--- config.mk ---
export PLATFORM = sky130hd
export DESIGN_NAME = roll_unroll_seq
export DESIGN_NICKNAME = d
export VERILOG_FILES = /design/src/rtl/roll_unroll_seq.sv
export SDC_FILE = /design/constraint.sdc
export NUM_CORES = 1
export LEC_CHECK = 0
export BUFFER_PORTS_ARGS = -buffer_cell sky130_fd_sc_hd__buf_2
export CORE_AREA = 3 3 93 117
export DETAILED_ROUTE_END_ITERATION = 12
export DIE_AREA = 0 0 96 120
export GPL_TIMING_DRIVEN = 0
export PLACE_DENSITY = 0.86
export SKIP_CTS_REPAIR_TIMING = 1
export SYNTH_ARGS = -nofsm -noshare
export SYNTH_HDL_FRONTEND = slang
export SYNTH_SLANG_ARGS = --single-unit
export TNS_END_PERCENT = 5
--- constraint.sdc ---
create_clock -name clk -period 4.7 [get_ports clk]
set_input_delay 0.94 -clock clk [delete_from_list [all_inputs] [get_ports clk]]
set_output_delay 0.94 -clock clk [all_outputs]
set_load 0.02 [all_outputs]
--- src/rtl/roll_unroll_seq.sv ---
// ============================================================================
// Module   : roll_unroll_seq
// Brief    : Sequential nibble un-roll; undoes the roll stage's prefix sum,
//            decoding one nibble per clock behind valid/ready handshakes.
// Revision : 1.0 - initial release
// ============================================================================
`default_nettype none

module roll_unroll_seq #(
  parameter int NIBBLES = 8,
  parameter int CNT_W   = 16
) (
  input  logic                   clk,
  input  logic                   reset,
  input  logic                   in_valid,
  output logic                   in_ready,
  input  logic [4*NIBBLES-1:0]   in_data,
  output logic                   out_valid,
  input  logic                   out_ready,
  output logic [4*NIBBLES-1:0]   out_data,
  output logic                   busy,
  output logic [CNT_W-1:0]       done_cnt
);

  localparam int W      = 4 * NIBBLES;
  localparam int LANE_W = (NIBBLES > 1) ? $clog2(NIBBLES) : 1;

  typedef enum logic [1:0] {
    ST_IDLE = 2'd0,
    ST_CALC = 2'd1,
    ST_DONE = 2'd2
  } state_t;

  state_t              r_state;
  state_t              w_state_next;
  logic [W-1:0]        r_word;
  logic [W-1:0]        r_acc;
  logic [W-1:0]        w_acc_next;
  logic [3:0]          r_prev;
  logic [3:0]          w_cur;
  logic [3:0]          w_diff;
  logic [LANE_W-1:0]   r_lane;
  logic                w_last;

  assign w_last = (r_lane == LANE_W'(NIBBLES - 1));
  assign w_diff = w_cur - r_prev;

  // Select the current lane and merge its difference into the accumulator.
  always_comb begin
    w_cur      = 4'd0;
    w_acc_next = r_acc;
    for (int i = 0; i < NIBBLES; i++) begin
      if (r_lane == LANE_W'(i)) begin
        w_cur = r_word[4*i +: 4];
      end
    end
    for (int i = 0; i < NIBBLES; i++) begin
      if (r_lane == LANE_W'(i)) begin
        w_acc_next[4*i +: 4] = w_diff;
      end
    end
  end

  always_ff @(posedge clk or posedge reset) begin
    if (reset) begin
      r_state <= ST_IDLE;
    end else begin
      r_state <= w_state_next;
    end
  end

  always_comb begin
    w_state_next = r_state;
    in_ready     = 1'b0;
    out_valid    = 1'b0;
    busy         = 1'b0;
    unique case (r_state)
      ST_IDLE: begin
        in_ready = 1'b1;
        if (in_valid) begin
          w_state_next = ST_CALC;
        end
      end
      ST_CALC: begin
        busy = 1'b1;
        if (w_last) begin
          w_state_next = ST_DONE;
        end
      end
      ST_DONE: begin
        out_valid = 1'b1;
        if (out_ready) begin
          w_state_next = ST_IDLE;
        end
      end
      default: begin
        w_state_next = ST_IDLE;
      end
    endcase
  end

  // out_data is only updated on entry to DONE so consumers never see partials.
  always_ff @(posedge clk or posedge reset) begin
    if (reset) begin
      r_word   <= '0;
      r_acc    <= '0;
      r_prev   <= 4'd0;
      r_lane   <= '0;
      out_data <= '0;
      done_cnt <= '0;
    end else begin
      unique case (r_state)
        ST_IDLE: begin
          if (in_valid) begin
            r_word <= in_data;
            r_acc  <= '0;
            r_prev <= 4'd0;
            r_lane <= '0;
          end
        end
        ST_CALC: begin
          r_acc  <= w_acc_next;
          r_prev <= w_cur;
          r_lane <= r_lane + LANE_W'(1);
          if (w_last) begin
            out_data <= w_acc_next;
          end
        end
        ST_DONE: begin
          if (out_ready) begin
            done_cnt <= done_cnt + CNT_W'(1);
          end
        end
        default: begin
          r_lane <= '0;
        end
      endcase
    end
  end

endmodule

`default_nettype wire

Word-level counts from Yosys, hierarchy flattened --
Index checks and enable logic that the tools add are counted.
Cells by class: equal/unequal tests 12, multiplexer cells 29, bitwise gates (word level) 1, reductions and logical operators 9, add/sub/neg operators 3
Operators by type and width (count):
- $mux 4 | 17
- $pmux 32 s2 | 1
- $mux 32 | 1
- $add 16x1->16 const B | 1
- $eq 3x3->1 const B | 4
- $reduce_and 2->1 | 5
- $pmux 3 s3 | 1
- $pmux 4 s2 | 1
- $eq 3x2->1 const B | 2
- $mux 2 | 3
- $ne 2x2->1 const B | 3
- $pmux 2 s3 | 1
- $sub 4x4->4 | 1
- $add 3x1->3 const B | 1
- $eq 3x1->1 const B | 1
- $logic_not 3->1 | 1
- $mux 1 | 3
- $mux 3 | 1
- $reduce_and 3->1 | 1
- $eq 2x1->1 const B | 1
- $eq 2x2->1 const B | 1
- $logic_not 2->1 | 1
- $reduce_bool 2->1 | 1
- $not 1->1 | 1
Word-level totals: bits in registers 121, input bits 36, output and inout port bits 51, logic and storage cells 61

Depth between registers and ports, before layout --
Gate-level depths: netlist of the first run.
word-level depth 12, depth in mapped cells 16, depth with buffers taken out 14

Worst setup path before layout of the first run --
Ideal clock, no wire load.
path type register to register, start point register r_lane[2], end point register out_data[15], setup time 0.069 ns, path buffers 3, clock period less this slack 3.442 ns, cell stages (with the launch flop) 16, slack 1.258 ns, arrival time 3.373 ns, data required time 4.631 ns, cells stage by stage dfrtp_1 > buf_2 > inv_2 > ha_1 > clkbuf_1 > a2111oi_0 > o41ai_1 > inv_1 > ha_1 > nor2b_1 > o21a_1 > nor2_1 > xnor2_1 > clkbuf_1 > or4_1 > nand3_1
On the way: longest elaborated chain between the ends 11, elaborated cells on any way between the ends 19, classes of those cells add/sub: 1; eq/ne: 7; mux: 9; reduce/logical: 2
Ends and longest elaborated chain:
- start: declaration | RTL line 42 | logic [LANE_W-1:0] r_lane;
- start signal: assignment | RTL line 124 | r_lane <= r_lane + LANE_W'(1);
- $logic_not 3->1 | RTL line 53 | if (r_lane == LANE_W'(i)) begin
- $mux 4 (8 in series) | RTL line 53
- $sub 4x4->4 | RTL line 46 | assign w_diff = w_cur - r_prev;
- $mux 4 | RTL line 58 | if (r_lane == LANE_W'(i)) begin
- end signal: assignment | RTL line 126 | out_data <= w_acc_next;
- end: declaration | RTL line 20 | output logic [4*NIBBLES-1:0] out_data,
Parallel ways exist; a longest one is shown, timed or not. A chain may end at the register's enable or synchronous reset.

Worst setup path after layout of the first run --
start point register r_lane[0], end point register r_acc[6]
On the way: longest elaborated chain between the ends 12, elaborated cells on any way between the ends 19, classes of those cells add/sub: 1; eq/ne: 7; mux: 10; reduce/logical: 1
Ends and longest elaborated chain:
- $logic_not 3->1 | RTL line 53
- $mux 4 (8 in series) | RTL line 53
- $sub 4x4->4 | RTL line 46
- $mux 4 (*) | RTL line 58
- $pmux 32 s2 (*) | RTL line 112 | unique case (r_state)
- end signal: assignment | RTL line 122 | r_acc <= w_acc_next;
- end: declaration | RTL line 37 | logic [W-1:0] r_acc;
Every way passes the cells marked *; elsewhere a longest branch is shown, timed or not.

==> summary.md, run 1 <==
| Metric | Value |
|---|---|
| Most frequent cells in the layout | `dfrtp_1, buf_2, nand2_1` |
| Post-Route WL | `13.5 mm` |
| Setup CP Type | `reg -> reg` |
| Post-synthesis cell count | `516` |
| Vias in the first global route | `4589` |
| Die Area | `11500 um^2` |
| Sink Count | `117` |
| Critical Path End Type | `flop` |
| Syn_nets | `563` |
| Final core area utilization | `66.2%` |
| Worst Skew | `8.76 ps` |
| Library cells used by synthesis | `43` |
| Total global routing overflow | `0` |
| Reg2reg setup slack | `160 ps` |
| Minimum clock period | `4540 ps` |
| Status | `finished, final reports clean` |
| Drt wl/cell | `17.7 um` |
| Routability congestion estimate | `0.900` |
| Power Density | `819 nW/um^2` |
| Worst slew margin | `33.0%` |
| Final setup vio count | `0` |
| Post-synthesis register bit count | `117` |
| Fraction of layout cells with a size suffix above 1 | `21.9%` |
| Max_cap viols | `0` |
| Max Transition Viols Final | `0` |
| Clk Latency, worst-skew pair | `410 ps` |
| Initial antenna violation count | `0` |
| P&R area growth vs syn | `23.5%` |
| Pre-CTS worst setup slack | `316 ps` |
| Die Height | `120 um` |
| Post-route ant nets | `0` |
| Dpl cell area | `5980 um^2` |
| Worst setup SP type | `flop` |
| Largest net degree at the start of global routing | `73` |
| Avg Cell Area, Syn | `10.4 um^2` |
| Slew @ Worst Pin | `1000 ps` |
| GRT Util Overall | `25.3%` |
| Core Box Area | `10000 um^2` |
| R2R depth | `13` |
| Wire length of the first global-routing pass | `22.6 mm` |
| Cells after DPL | `732` |
| Fillers | `773` |
| Max clock buf depth | `2` |
| CTS tree | `yes` |
| Detailed Routing Iterations Pass 1 | `6` |
| Max VDD drop | `0.639 mV` |
| HP Start | `done_cnt[15]` |
| TritonCTS Buffers | `17` |
| Hold Fails Final Rpt | `0` |
| Worst-path clk slew | `50 ps` |
| Final instance area | `6620 um^2` |
| Final Non-Filler Cells | `763` |
| Capture point of the worst reg-to-reg path | `r_acc[6]` |
| DR vias | `4496` |
| Fin crit share | `96.5%` |
| CTS root buffer | `clkbuf_16` |
| DP Wirelength | `9.33 mm` |
| Final #Nets | `669` |
| Maximum clock rate | `0.221 GHz` |
| Initial Util | `53.6%` |
| H-tree lvl count | `4` |
| Commonest non-fill, non-tap cell in the layout | `dfrtp_1` |
| Die Width | `96 um` |
| Crit-path max FO | `10` |
| Count of warnings emitted by yosys | `0` |
| WHS Path Cells | `1` |
| Hold crit path type | `reg -> reg` |
| Sequential share of the synthesized area | `54.6%` |
| Diode count | `0` |
| R2R Path Start | `r_lane[0]` |
| Worst EP arrival | `4790 ps` |
| Lkg Pwr | `3.20 nW` |
| Worst hold endpoint | `done_cnt[15]` |
| Rows | `41` |
| Hold WS | `470 ps` |
| RSZ-0062 raised after global routing | `false` |
| Mapped Area | `5360 um^2` |
| PortBufs | `86` |
| Vias per cell | `5.89` |
| Final worst slack | `165 ps` |
| # IOs | `87` |
| Starting DRT DRC Count | `396` |
| Drt drc | `0` |
| Worst EP required | `4960 ps` |
==> flip-flops by register name, indices dropped and copies added (netlist names) <==
register,count
out_data,32
r_prev,4
r_word,32
r_lane,3
done_cnt,16
r_acc,28
r_state,2
==> stage by stage <==
stage | TNS [ps] | total power [W]
detailed placement | 0 | 0.00397
floorplan | 0 | 0.00320
global placement | -49670 | 0.00382
finish | 0 | 0.00542
CTS | 0 | 0.00541
global route | 0 | 0.00575
==> how the worst max path moves through the flow <==
stage | startpoint | endpoint | depth (start not counted) | slack (ps)
2_1_floorplan | reset | done_cnt[0] | 1 | 660
5_1_grt | r_lane[0] | r_acc[6] | 13 | 50
3_5_place_dp | r_lane[0] | r_acc[10] | 13 | 320
4_1_cts | r_lane[0] | r_acc[6] | 13 | 250
6_report | r_lane[0] | r_acc[6] | 13 | 160
3_3_place_gp | reset | done_cnt[5] | 2 | -430
==> where the power goes <==
part	total (W)	internal, W	switching (W)
registers	0.00158	0.00137	0.000210
clock network	0.00140	0.000961	0.000439
logic	0.00244	0.000800	0.00164
total	0.00542	0.00313	0.00229
==> per-layer routing <==
layer / vias up / global-route usage [%] / wire, um
met5: - / 0 / 0
met1: 2210 / 32.4 / 5350
met4: 0 / 10.1 / 396
met2: 201 / 40.8 / 6890
li1: 2038 / - / -
met3: 47 / 6.27 / 886
==> worst max-delay path, cell delays in order, from the launching register on <==
cell      delay [ps]
dfrtp_1          430
inv_1            110
ha_1             220
clkbuf_1         420
nand2_1          170
clkbuf_1         250
a311oi_1         320
o311ai_1         160
o311a_1          190
ha_1             240
fa_1             380
xor2_1           790
or2_0            500
o21ai_0          200
==> cells in the mapped netlist <==
master | count | area, um^2
dfrtp_1 | 117 | 2930
nand2_1 | 65 | 244
o21ai_0 | 38 | 190
a21oi_1 | 28 | 140
nor2_1 | 27 | 101
clkbuf_1 | 26 | 97.6
mux2_1 | 21 | 236
o21ai_1 | 21 | 105
a22o_1 | 17 | 149
nand3_1 | 17 | 85.1
inv_1 | 14 | 52.6
and3_1 | 12 | 75.1
xnor2_1 | 12 | 105
ha_1 | 10 | 125
a32o_1 | 9 | 90.1
nand4_1 | 9 | 56.3
nor2b_1 | 9 | 56.3
mux2_2 | 7 | 78.8
or4_1 | 7 | 52.6
inv_2 | 6 | 22.5
xor2_1 | 5 | 43.8
a2111oi_0 | 4 | 35.0
buf_2 | 4 | 20.0
o22ai_1 | 4 | 25.0
a221oi_1 | 3 | 26.3
buf_1 | 3 | 11.3
and2_1 | 2 | 12.5
nand2b_1 | 2 | 12.5
nor3b_1 | 2 | 15.0
o21a_1 | 2 | 15.0
a2111oi_2 | 1 | 15.0
a211oi_1 | 1 | 7.51
a311oi_1 | 1 | 8.76
a32oi_4 | 1 | 27.5
and2_4 | 1 | 8.76
and3b_1 | 1 | 8.76
fa_1 | 1 | 20.0
nor2_2 | 1 | 6.26
o311a_1 | 1 | 10.0
o311ai_1 | 1 | 8.76
o41ai_1 | 1 | 8.76
or2_0 | 1 | 6.26
xnor2_2 | 1 | 16.3
==> cells by family (layout without fill, tap and decap cells) <==
family / after synthesis / count (layout) / synth area share (%)
compound gates: 133 / 133 / 16.1
xor+xnor: 18 / 18 / 3.08
fa+ha+maj: 11 / 11 / 2.71
buf+inv: 53 / 171 / 3.80
flops: 117 / 117 / 54.6
mux: 28 / 28 / 5.88
simple gates: 156 / 156 / 13.8
==> final cells by class <==
| type | count | area (um^2) | share of cell area, % |
|---|---|---|---|
| Tap cell | 129 | 161 | 2.44 |
| Clock inverter | 10 | 178 | 2.68 |
| Buffer | 33 | 129 | 1.95 |
| Multi-Input combinational cell | 346 | 2230 | 33.7 |
| Timing Repair Buffer | 87 | 458 | 6.92 |
| Clock buffer | 21 | 460 | 6.96 |
| Inverter | 20 | 77.6 | 1.17 |
| Sequential cell | 117 | 2930 | 44.2 |
No activity file was read; power rests on OpenSTA's default activity.
==> run 2, diff against run 1 <==
ABC_AREA = 1   (was unset)
==> summary.md, run 2 <==
| Metric | Value |
|---|---|
| Internal Power | `0.00324 W` |
| Vias in the first global route | `4754` |
| Hold Fails Final Rpt | `0` |
| Worst EP arrival | `4120 ps` |
| Sequential share of the synthesized area | `54.7%` |
| Final #Nets | `778` |
| Detailed Routing Iterations Pass 1 | `6` |
| Status | `finished, final reports clean` |
| Max VDD drop | `0.454 mV` |
| EDFF count, synth | `0` |
| CP cell instances | `inv_1 > ha_1 > inv_1 > nor2_1 > buf_2 > nand3_1 > nand3_1 > o211ai_1 > nand3_1 > o211ai_1 > nand3_1 > nand2_1 > nand2_1 > inv_1 > ha_1 > fa_1 > xnor2_1 > o21ai_0 > o21ai_0` |
| Final core area utilization | `66.7%` |
| Library cells used by synthesis | `31` |
| TritonCTS Buffers | `17` |
| Sink Count | `117` |
| Syn_nets | `672` |
| Minimum clock period | `3790 ps` |
| Max_cap viols | `0` |
| Total global routing overflow | `0` |
| Fraction of layout cells with a size suffix above 1 | `21.9%` |
| Combinational share of power | `42.4%` |
| P&R area growth vs syn | `24.7%` |
| Worst setup SP type | `flop` |
| PortBufs | `86` |
| Rows | `41` |
| Drt drc | `0` |
| Slowest CP cell | `xnor2_1` |
| Routability congestion estimate | `0.880` |
| Die Height | `120 um` |
| Critical Path End Type | `flop` |
| Commonest non-fill, non-tap cell in the layout | `nand2_1` |
| Drt wl/cell | `15.6 um` |
| Ranking of synthesized cells by area | `dfrtp_1, nand2_1, o21ai_0, inv_1, nand3_1` |
| Final setup vio count | `0` |
| Hold crit path type | `reg -> reg` |
| R2R depth | `19` |
| Vias per cell | `5.39` |
| RSZ-0062 raised after global routing | `false` |
| H-tree lvl count | `4` |
| Initial Util | `53.5%` |
| Yosys top cell area share | `54.7%` |
| Crit-path max FO | `10` |
| Worst slew margin | `44.6%` |
| Fraction of registers with async set or reset after synthesis | `100%` |
| Diode count | `0` |
| Commonest cells in the netlist | `nand2_1, dfrtp_1, o21ai_0` |
| Maximum clock rate | `0.264 GHz` |
| CTS root buffer | `clkbuf_16` |
| Post-route ant nets | `0` |
| Largest net degree at the start of global routing | `61` |
| Setup CP Type | `reg -> reg` |
| Power Density | `826 nW/um^2` |
| CTS tree | `yes` |
| Worst EP required | `5030 ps` |
| Slew @ Worst Pin | `829 ps` |
| Psw | `0.00227 W` |
| Main synth FF type | `dfrtp_1` |
| WHS Path Cells | `2` |
| Sw frac | `41.2%` |
| Die Width | `96 um` |
| Most common cell in the netlist | `nand2_1` |
| Wire length of the first global-routing pass | `22.2 mm` |
| Max Transition Viols Final | `0` |
| Worst-path clk slew | `60 ps` |
| Max incr delay on CP | `570 ps` |
| Mapped Area | `5350 um^2` |
| Flop pwr share | `29.9%` |
| Largest regs | `out_data (32), r_word (32), r_acc (28)` |
| Lkg Pwr | `3.61 nW` |
| DP Wirelength | `9.11 mm` |
| Reg2reg setup slack | `910 ps` |
| GRT Util Overall | `24.9%` |
| Most frequent cells in the layout | `nand2_1, dfrtp_1, buf_2` |
| Count of warnings emitted by yosys | `0` |
| Initial antenna violation count | `0` |
| Final Power | `0.00552 W` |
| Most Frequent Cell on Critical Path | `nand3_1` |
| Avg Cell Area, Syn | `8.56 um^2` |
| Fin crit share | `80.6%` |
| Post-synthesis register bit count | `117` |
| Post-Route WL | `13.6 mm` |
| Die Area | `11500 um^2` |
| Worst Skew | `5.52 ps` |
| Clk Latency, worst-skew pair | `410 ps` |
| Post-synthesis cell count | `625` |
| Fillers | `735` |
| Leading area contributor after synthesis | `dfrtp_1` |
| Starting DRT DRC Count | `326` |
| Max clock buf depth | `2` |
| # IOs | `87` |
| Core Box Area | `10000 um^2` |
| DR vias | `4700` |
| Clk pwr share | `27.7%` |
-- run 2: cell types whose count changed in the layout (fill, tap and decap cells not counted), moves of 11 or more --
| cell | before | now |
|---|---|---|
| a21oi_1 | 28 | 3 |
| a22o_1 | 17 | 0 |
| and3_1 | 12 | 0 |
| inv_1 | 13 | 43 |
| mux2_1 | 21 | 0 |
| nand2_1 | 65 | 233 |
| nand3_1 | 17 | 33 |
| nor2_1 | 27 | 16 |
| o21ai_0 | 38 | 51 |
| o21ai_1 | 21 | 6 |
| o22ai_1 | 4 | 19 |
-- run 2: worst paths after layout --
check / end / startpoint
min reg2reg: r_word[10] / r_word[10]
max reg2reg: out_data[18] / r_lane[0]
min: r_word[10] / r_word[10]
min in group asynchronous: r_word[8] / reset
max: out_data[18] / r_lane[0]
max in group asynchronous: r_acc[11] / reset
-- run 2: worst max-delay path, delay by kind of cell (launching register included) --
family	cells	cell delay (ps)
AOI/OAI and AO/OA	4	640
xor gates and xnor gates	1	570
buffers and inverters	4	530
DFF	1	410
adders and majority gates	3	850
and+or+nand+nor	7	690
-- run 2: kinds of logic after synthesis --
family,count (synthesis),share of synthesized area [%]
xor gates and xnor gates,16,2.62
buffers and inverters,80,5.73
adders and majority gates,11,2.71
and+or+nand+nor,318,25.9
DFF,117,54.7
AOI/OAI and AO/OA,83,8.39
-- run 2: layer usage --
layer	routed length [um]	track usage, %
met1	5440	30.2
met2	6940	40.6
met3	772	5.96
met4	465	12.6
met5	0	0
-- run 2: layout make-up --
cell class	instances	area, um^2	area share, %
flip-flops and latches	117	2930	43.9
multi-input cells	428	2120	31.7
clock buffers	24	512	7.67
repair buffers	87	458	6.86
inverters	59	224	3.36
clock inverters	7	189	2.83
well taps	129	161	2.42
plain buffers	21	85.1	1.27
-- run 2: power by group through the flow --
stage          clock network [W]  logic [W]  registers, W
2_1_floorplan                  0    0.00151       0.00176
3_3_place_gp                   0    0.00216       0.00162
3_5_place_dp                   0    0.00227       0.00164
4_1_cts                  0.00153    0.00233       0.00164
5_1_grt                  0.00157    0.00263       0.00168
6_report                 0.00153    0.00234       0.00165
-- run 2: through the flow --
step	area [um^2]	instances	setup TNS [ps]	hold slack [ps]	setup WS (ps)
final	6680	872	0	475	910
after global routing	6680	872	0	499	571
after CTS	6680	872	0	473	955
after detailed placement	5970	841	0	461	1140
after global placement	5940	840	-54800	454	-472
after floorplan	5350	625	0	434	659
==> run 3, diff against run 2 <==
CORE_AREA = 3 3 96 121   (was 3 3 93 117)
DIE_AREA = 0 0 99 124   (was 0 0 96 120)
PLACE_DENSITY = 0.85   (was 0.86)
clock period = 3.4 ns   (was 4.7 ns; I/O delays follow)
==> summary.md, run 3 (synthesis gave the netlist of run 2 again) <==
| Metric | Value |
|---|---|
| Final Non-Filler Cells | `878` |
| Max VDD drop | `0.523 mV` |
| Largest regs | `out_data (32), r_word (32), r_acc (28)` |
| Core Box Area | `10600 um^2` |
| Maximum clock rate | `0.303 GHz` |
| Total global routing overflow | `0` |
| Initial Util | `50.7%` |
| Die Height | `124 um` |
| R2R depth | `18` |
| Worst slew margin | `52.7%` |
| Most Frequent Cell on Critical Path | `nand2_1` |
| Hold WS | `286 ps` |
| Hold crit path type | `in -> async` |
| Max Transition Viols Final | `0` |
| Critical Path End Type | `flop` |
| Slew @ Worst Pin | `707 ps` |
| Register area | `2930 um^2` |
| Max_cap viols | `0` |
| Sum Neg Setup Slack | `0 ps` |
| Final core area utilization | `63.1%` |
| Combinational share of power | `46.1%` |
| P&R area growth vs syn | `24.5%` |
| Worst EP required | `3700 ps` |
| # IOs | `87` |
| Sw frac | `43.2%` |
| Die Area | `12300 um^2` |
| Worst-path clk slew | `60 ps` |
| Commonest non-fill, non-tap cell in the layout | `nand2_1` |
| Fraction of layout cells with a size suffix above 1 | `24.0%` |
| Detailed Routing Iterations Pass 1 | `6` |
| Flop pwr share | `30.3%` |
| Internal Power | `0.00425 W` |
| Most frequent cells in the layout | `nand2_1, dfrtp_1, buf_2` |
| Lkg Pwr | `3.56 nW` |
| Slowest CP cell | `dfrtp_1` |
| Worst setup SP type | `flop` |
| Max clock buf depth | `2` |
| Routability congestion estimate | `0.857` |
| Wire length of the first global-routing pass | `21.3 mm` |
| Setup CP Type | `reg -> reg` |
| Power Density | `1120 nW/um^2` |
| Sink Count | `117` |
| Hold Fails Final Rpt | `0` |
| Diode count | `0` |
| Max incr delay on CP | `420 ps` |
| Status | `finished, final reports clean` |
| Starting DRT DRC Count | `327` |
| GRT Util Overall | `22.2%` |
| Critical path depth in cells | `18` |
| H-tree lvl count | `4` |
| Worst path bufs/invs | `3` |
| CTS tree | `yes` |
| Drt wl/cell | `15.1 um` |
| PortBufs | `86` |
| Final setup vio count | `0` |
| Drt drc | `0` |
| Minimum clock period | `3310 ps` |
| Crit-path max FO | `9` |
| Final #Nets | `780` |
| Initial antenna violation count | `0` |
| Critical path's top delay family | `adder cells` |
| Psw | `0.00324 W` |
| Clk pwr share | `23.6%` |
| Post-route ant nets | `0` |
| Multi-input logic area | `2180 um^2` |
| Vias per cell | `5.23` |
| DP Wirelength | `8.87 mm` |
| Worst EP arrival | `3610 ps` |
| Die Width | `99 um` |
| Clk Latency, worst-skew pair | `420 ps` |
| Post-Route WL | `13.2 mm` |
| Fillers | `853` |
| DR vias | `4596` |
| CP cell instances | `ha_1 > ha_1 > inv_2 > o211ai_1 > nand3_1 > nand2_1 > nand2_1 > nand2_1 > inv_1 > ha_1 > nand2_1 > o21ai_1 > xor2_2 > inv_2 > nand3_4 > nand3_2 > nand3_1 > nand2_1` |
| Cells after DPL | `846` |
| Rows | `42` |
| TritonCTS Buffers | `17` |
| Worst Skew | `8.11 ps` |
| Vias in the first global route | `4571` |
| Largest net degree at the start of global routing | `35` |
| RSZ-0062 raised after global routing | `true` |
| Fin crit share | `97.2%` |
| CTS root buffer | `clkbuf_16` |
## run 3: cell type report
type                       instances  share of cell area [%]
clock buffer                      19                    6.80
timing repair buffer              89                    7.36
inverter                          59                    3.38
clock inverter                    13                    1.97
buffer                            21                    1.39
multi-input combinational        428                    32.7
sequential                       117                    43.9
tap                              132                    2.48
## run 3: worst paths after layout
check	slack, ps	from	to
worst max-delay path	90	r_lane[0]	out_data[7]
worst min-delay path	290	reset	out_data[28]
worst max register to register	90	r_lane[0]	out_data[7]
worst min register to register	470	r_word[26]	r_word[26]
max in group asynchronous	2120	reset	r_acc[27]
min in group clk	460	in_data[22]	r_word[22]
## run 3: through the flow
stage | area (um^2) | power (W) | setup WS, ps
floorplan | 5360 | 0.00452 | 520
global placement | 5950 | 0.00526 | -76.9
detailed placement | 6010 | 0.00539 | -169
CTS | 6600 | 0.00721 | -262
global route | 6670 | 0.00802 | -142
finish | 6670 | 0.00749 | 94.4
## run 3: power groups by stage
stage               registers (W)  clock network, W  logic, W
floorplan                 0.00243                 0   0.00209
global placement          0.00224                 0   0.00301
detailed placement        0.00227                 0   0.00313
CTS                       0.00226           0.00178   0.00317
global route              0.00232           0.00184   0.00385
finish                    0.00227           0.00177   0.00345
## run 3: routing by layer
layer / global-route usage [%] / vias up / wire length [um]
met1: 26.2 / 2167 / 5430
met4: 8.97 / 0 / 322
met2: 38.3 / 188 / 6630
li1: - / 2210 / -
met5: 0 / - / 0
met3: 6.05 / 31 / 861
